`src/rtl/dout_wr_scheduler.sv`:
```
// Round-robin write-back scheduler: funnels lane results onto the output memory write port
// and toggles startIO when a frame completes. Optional bounds checking: DOUT_BOUNDS_CHECK_EN.
module dout_wr_scheduler #(
  parameter int unsigned WIDTH = 24,
  parameter int unsigned LANES = 4,
  parameter int unsigned BASE  = 24,
  parameter int unsigned DEPTH = 10000
) (
  input  logic                   clk,
  input  logic                   rst,
  input  logic                   start,
  input  logic [WIDTH-1:0]       total_words,
  input  logic [LANES-1:0]       lane_valid,
  input  logic [LANES*WIDTH-1:0] lane_addr,
  input  logic [LANES*WIDTH-1:0] lane_wd,
  output logic [LANES-1:0]       lane_ready,
  output logic                   mem_we,
  output logic [WIDTH-1:0]       mem_address,
  output logic [WIDTH-1:0]       mem_wd,
  output logic                   startIO,
  output logic                   busy,
  output logic                   done,
  output logic                   err_oob
);

  localparam int unsigned PW = (LANES > 1) ? $clog2(LANES) : 1;

  localparam logic [1:0] IDLE = 2'd0;
  localparam logic [1:0] RUN  = 2'd1;
  localparam logic [1:0] DUMP = 2'd2;

  logic [1:0]       state;
  logic [PW-1:0]    ptr;
  logic [WIDTH-1:0] count;
  logic [WIDTH-1:0] target;
  logic             hold;

  logic [PW-1:0]    idx;
  logic [PW-1:0]    gidx;
  logic             found;
  logic [WIDTH-1:0] sel_addr;
  logic [WIDTH-1:0] sel_wd;
  logic             in_range;
  logic [WIDTH-1:0] count_nx;

`ifdef DOUT_BOUNDS_CHECK_EN
  localparam logic [WIDTH-1:0] LOW   = WIDTH'(BASE);
  localparam logic [WIDTH:0]   LIMIT = (WIDTH+1)'(BASE + DEPTH);
`endif

  // First requesting lane at or after the pointer, wrapping around.
  always_comb begin
    found      = 1'b0;
    gidx       = '0;
    idx        = '0;
    lane_ready = '0;
    if (state == RUN) begin
      for (int unsigned i = 0; i < LANES; i++) begin
        idx = PW'((32'(ptr) + i) % LANES);
        if (!found && lane_valid[idx]) begin
          found = 1'b1;
          gidx  = idx;
        end
      end
    end
    if (found) lane_ready[gidx] = 1'b1;
    sel_addr = lane_addr[32'(gidx)*WIDTH +: WIDTH];
    sel_wd   = lane_wd[32'(gidx)*WIDTH +: WIDTH];
`ifdef DOUT_BOUNDS_CHECK_EN
    in_range = (sel_addr >= LOW) && ({1'b0, sel_addr} < LIMIT);
`else
    in_range = 1'b1;
`endif
    count_nx = count + WIDTH'(1);
  end

  assign busy = (state == RUN) || (state == DUMP);

  always_ff @(posedge clk) begin
    if (rst) begin
      state       <= IDLE;
      ptr         <= '0;
      count       <= '0;
      target      <= '0;
      hold        <= 1'b0;
      mem_we      <= 1'b0;
      mem_address <= '0;
      mem_wd      <= '0;
      startIO     <= 1'b0;
      done        <= 1'b0;
`ifdef DOUT_BOUNDS_CHECK_EN
      err_oob     <= 1'b0;
`endif
    end else begin
      mem_we <= 1'b0;
      done   <= 1'b0;
      case (state)
        IDLE: begin
          if (start) begin
            target <= total_words;
            count  <= '0;
`ifdef DOUT_BOUNDS_CHECK_EN
            err_oob <= 1'b0;
`endif
            state  <= (total_words == '0) ? DUMP : RUN;
          end
        end
        RUN: begin
          if (found) begin
            ptr <= (gidx == PW'(LANES - 1)) ? '0 : gidx + PW'(1);
            if (in_range) begin
              mem_we      <= 1'b1;
              mem_address <= sel_addr;
              mem_wd      <= sel_wd;
              count       <= count_nx;
              if (count_nx == target) state <= DUMP;
            end
`ifdef DOUT_BOUNDS_CHECK_EN
            else begin
              err_oob <= 1'b1;
            end
`endif
          end
        end
        DUMP: begin
          // First DUMP cycle only waits so the last write lands before the dump trigger.
          if (!hold) begin
            hold <= 1'b1;
          end else begin
            hold    <= 1'b0;
            startIO <= ~startIO;
            done    <= 1'b1;
            state   <= IDLE;
          end
        end
        default: state <= IDLE;
      endcase
    end
  end

`ifndef DOUT_BOUNDS_CHECK_EN
  assign err_oob = 1'b0;
`endif

endmodule

```
`config.mk`:
```
export PLATFORM = sky130hd
export DESIGN_NAME = dout_wr_scheduler
export DESIGN_NICKNAME = d
export VERILOG_FILES = /design/src/rtl/dout_wr_scheduler.sv
export SDC_FILE = /design/constraint.sdc
export NUM_CORES = 1
export LEC_CHECK = 0
export ABC_AREA = 1
export ABC_CLOCK_PERIOD_IN_PS = 2300
export BUFFER_PORTS_ARGS = -buffer_cell sky130_fd_sc_hd__buf_2
export CELL_PAD_IN_SITES_DETAIL_PLACEMENT = 1
export CELL_PAD_IN_SITES_GLOBAL_PLACEMENT = 1
export CORE_ASPECT_RATIO = 0.5
export CORE_MARGIN = 3
export CORE_UTILIZATION = 31
export CTS_BUF_LIST = sky130_fd_sc_hd__clkbuf_4
export DETAILED_ROUTE_END_ITERATION = 16
export PLACE_DENSITY = 0.92
export REMOVE_ABC_BUFFERS = 1
export SKIP_CTS_REPAIR_TIMING = 1
export SYNTH_ARGS = -nofsm -noshare
export SYNTH_HDL_FRONTEND = slang
export SYNTH_SLANG_ARGS = --single-unit
```
`constraint.sdc`:
```
create_clock -name clk -period 2.3 [get_ports clk]
set_input_delay 0.23 -clock clk [delete_from_list [all_inputs] [get_ports clk]]
set_output_delay 0.23 -clock clk [all_outputs]
set_load 0.05 [all_outputs]
```
==> reports/results.md <==
| Parameter | Reported | Unit |
|:---|:---|:---|
| Commonest cells post-synth | 304 x sky130_fd_sc_hd__nand2_1, 211 x sky130_fd_sc_hd__inv_1, 187 x sky130_fd_sc_hd__nor2_1, 181 x sky130_fd_sc_hd__nand3_1, 109 x sky130_fd_sc_hd__nand3b_1 | - |
| Cells traversed along the worst timing path | buf_6 -> xor2_4 -> nand2_2 -> o21ai_4 -> nor2_2 -> nor2_4 -> xor2_4 -> nand2_4 -> inv_4 -> ha_1 -> inv_1 -> nor2_2 -> buf_6 | - |
| Maximum fanout along the worst path | 6 | - |
| Share of cells above drive strength 1 | 27.4 | % |
| Total power divided by cell area | 1300 | nW/um2 |
| Vertical extent of the die | 117 | um |
| Die width | 228 | um |
| Count of buffering cells on the critical path with inverters included | 4 | - |
| Clock Skew | 0.0330 | ns |
| Post-DRT Antenna Nets | 0 | - |
| Count of pins on the block boundary | 280 | - |
| Arrival time reported for the critical path endpoint | 2.58 | ns |
| Total CTS buffers | 9 | - |
| Final Hold Violating Endpoints | 0 | - |
| Final #Nets | 1844 | - |
| Critical setup path kind | reg2out | - |
| Number of vias in the routed layout | 9477 | - |
| Number of slew-limit violations in the final report | 0 | - |
| Share of synthesized area spent on multiplexers | 0 | % |
| Kind of cell adding the most delay to the critical path | simple AND/OR/NAND/NOR gates | - |
| Initial antenna violation count | 4 | - |
| Vias in the first global route | 9179 | - |
| Maximum number of pins on one net before global-route repair | 75 | - |
| Post-Layout Cell Count | 1950 | - |
| Distinct cell type count of the synthesized netlist | 33 | - |
| Synth area leaders | sky130_fd_sc_hd__dfxtp_1 27%, sky130_fd_sc_hd__nand2_1 15%, sky130_fd_sc_hd__nand3_1 12%, sky130_fd_sc_hd__nand3b_1 11%, sky130_fd_sc_hd__inv_1 10% | - |
| Per-cell routed wire length | 16.1 | um |
| CP endpoint kind | output pin | - |
| Max Cap Viol | 0 | - |
| Largest family of logic cells by synthesized area | simple AND/OR/NAND/NOR gates | - |
| Full die area | 26700 | um2 |
| Clock period minus final worst setup slack | 2.81 | ns |
| Post-synthesis compound-gate area fraction | 6.26 | % |
| Adder-Cell Fraction of Synth Area | 1.31 | % |
| Seq cells post-synth | 104 | - |
| RSZ-0062 raised after global routing | true | - |
| Slew margin rel. | 52.8 | % |
| Total standard cell area after synthesis | 7640 | um2 |
| Async set-or-reset flop fraction in the synthesized netlist | 0 | % |
| Buffers on Ports | 278 | - |
| Number of placed instances, taps included | 1894 | - |
| Gate Count Post-Synth | 1299 | - |
| Worst-Skew Late Latency | 0.57 | ns |
| Total negative setup slack | -5.36 | ns |
| H-tree lvl count | 3 | - |
| Number of remaining DRC errors | 0 | - |
| Worst slew pin tran | 0.708 | ns |
| Remaining global-route overflow | 0 | - |
| Synthesized area per cell | 5.88 | um2 |
| Sequential share of the synthesized area | 27.2 | % |
| Cell Rows | 39 | - |
| Maximum achievable frequency | 0.356 | GHz |
| Synth Flop Type | sky130_fd_sc_hd__dfxtp_1 | - |
| Number of detailed-routing iterations run before antenna repair | 5 | - |
| Cell with the most instances after synthesis | sky130_fd_sc_hd__nand2_1 | - |
| Kind of launch point of the worst setup path | flop | - |
| Portion of synthesized cell area occupied by the leading cell type | 27.2 | % |
| Final number of setup-violating endpoints | 41 | - |
| Largest incremental delay on the critical path | 0.43 | ns |
| Worst vdd rail ir drop | 0.796 | mV |
| Starting density of the core | 32.5 | % |
| Number of buffers on the longest clock path | 2 | - |
| Total Power Consumption | 13.8 | mW |
| Synth-to-layout area growth | 38.3 | % |
| Clock Root Buffer | sky130_fd_sc_hd__clkbuf_4 | - |
| Outcome | complete, but fails checks | - |
| Number of DRC markers in iteration 0 | 419 | - |
| Detailed-placement wirelength estimate | 22600 | um |
| Area of the core | 23500 | um2 |
| TritonCTS clock tree | built | - |
| Number of flops mapped to enable cells by yosys | 0 | - |
| Leak | 5.63 | nW |
| Fraction of synthesized cell area in xor and xnor cells | 1.23 | % |
| Required time at the worst-slack endpoint | 2.07 | ns |
| Leading area contributor after synthesis | sky130_fd_sc_hd__dfxtp_1 | - |
| Fin crit share | 122 | % |
| Global placement routability congestion | 0.865 | - |
| Mean number of vias per cell | 4.86 | - |
| Clock slew at reported path FFs | 0.18 | ns |
| Wire length of the first global-routing pass | 44900 | um |
| Clock sink count | 104 | - |
| Area fraction in and, or, nand and nor cells after synthesis | 48.4 | % |
| Standard cell with the maximum stage delay on the critical path | sky130_fd_sc_hd__dfxtp_4 | - |
| GRT Util Overall | 21.0 | % |
| Violated checks | setup timing | - |
| Hold WC Path Type | in2reg | - |
| Total number of yosys warnings | 0 | - |
| Pre-CTS setup slack | -0.171 | ns |
| Fin worst setup slack | -0.507 | ns |
| Total length of routed wires | 31500 | um |
## state kept, by name, indices dropped and copies added, names as in the netlist
signal       flops
count           24
done             1
hold             1
mem_address     24
mem_wd          24
mem_we           1
ptr              2
startIO          1
state            2
target          24
## power breakdown
group          internal [mW]  leakage (nW)  total (mW)  switching (mW)
logic                   3.43          4.69        9.93            6.50
registers               2.39         0.860        2.75           0.362
clock network          0.364        0.0781        1.08           0.716
total                   6.18          5.63        13.8            7.58
## worst register-to-register path, delay by kind of cell, from the launching register on
kind | cells | cell delay (ns)
xor gates and xnor gates | 1 | 0.16
DFF | 1 | 0.41
AOI/OAI and AO/OA | 1 | 0.08
and+or+nand+nor | 10 | 0.90
buffers and inverters | 7 | 0.83
## cells by family (layout without fill, tap and decap cells)
family	after synthesis	count (layout)
AO/OA/AOI/OAI	86	86
AND/OR/NAND/NOR	800	800
other	1	5
XOR/XNOR	7	7
buffers and inverters	293	612
adder cells (fa/ha/maj)	8	8
flip-flops	104	104
## layer usage
| layer | wire length [um] | vias up | track usage (%) |
|---|---|---|---|
| met5 | 13 | - | 0 |
| met4 | 933 | 2 | 7.09 |
| met3 | 1530 | 69 | 4.93 |
| met2 | 16100 | 228 | 40.5 |
| met1 | 12900 | 4495 | 23.0 |
| li1 | - | 4683 | - |
## placed cells by master (no fill, tap or decap), drive strengths merged, types with 2 or more instances in the layout
cell,instances
diode,4
nand2,306
inv,218
dlygate4sd3,20
o21ai,36
a22oi,15
dfxtp,104
buf,354
nor2,188
clkinv,2
nor4,6
xnor2,2
a211oi,2
nand3,181
a21oi,31
nand3b,109
ha,8
clkbuf,16
xor2,4
nand4,7
## area by class of cell
cell class | count | area [um2]
Timing Repair Buffer | 379 | 2510
Fill cell | 3259 | 13000
Sequential cell | 104 | 2110
Multi-Input combinational cell | 902 | 4560
Tap cell | 328 | 410
Clock inverter | 5 | 63.8
Clock buffer | 11 | 82.6
Antenna cell | 4 | 10.0
Inverter | 217 | 822
## final timing paths
kind	startpoint	endpoint	slack, ns	cells after the start
max	ptr[0]	lane_ready[3]	-0.51	13
min	total_words[15]	target[15]	0.04	3
max reg2reg	ptr[0]	mem_address[12]	-0.18	19
min reg2reg	target[22]	target[22]	0.48	2
## through the flow
stage / area, um2 / util (%) / hold slack, ns
floorplan: 7270 / - / 0.299
global placement: 9690 / 41.2 / 0.459
detailed placement: 9690 / 41.2 / 0.465
CTS: 9840 / 41.8 / -0.135
global route: 10600 / 44.9 / 0.0391
finish: 10600 / 44.9 / 0.0427
(Power assumes the default switching activity.)
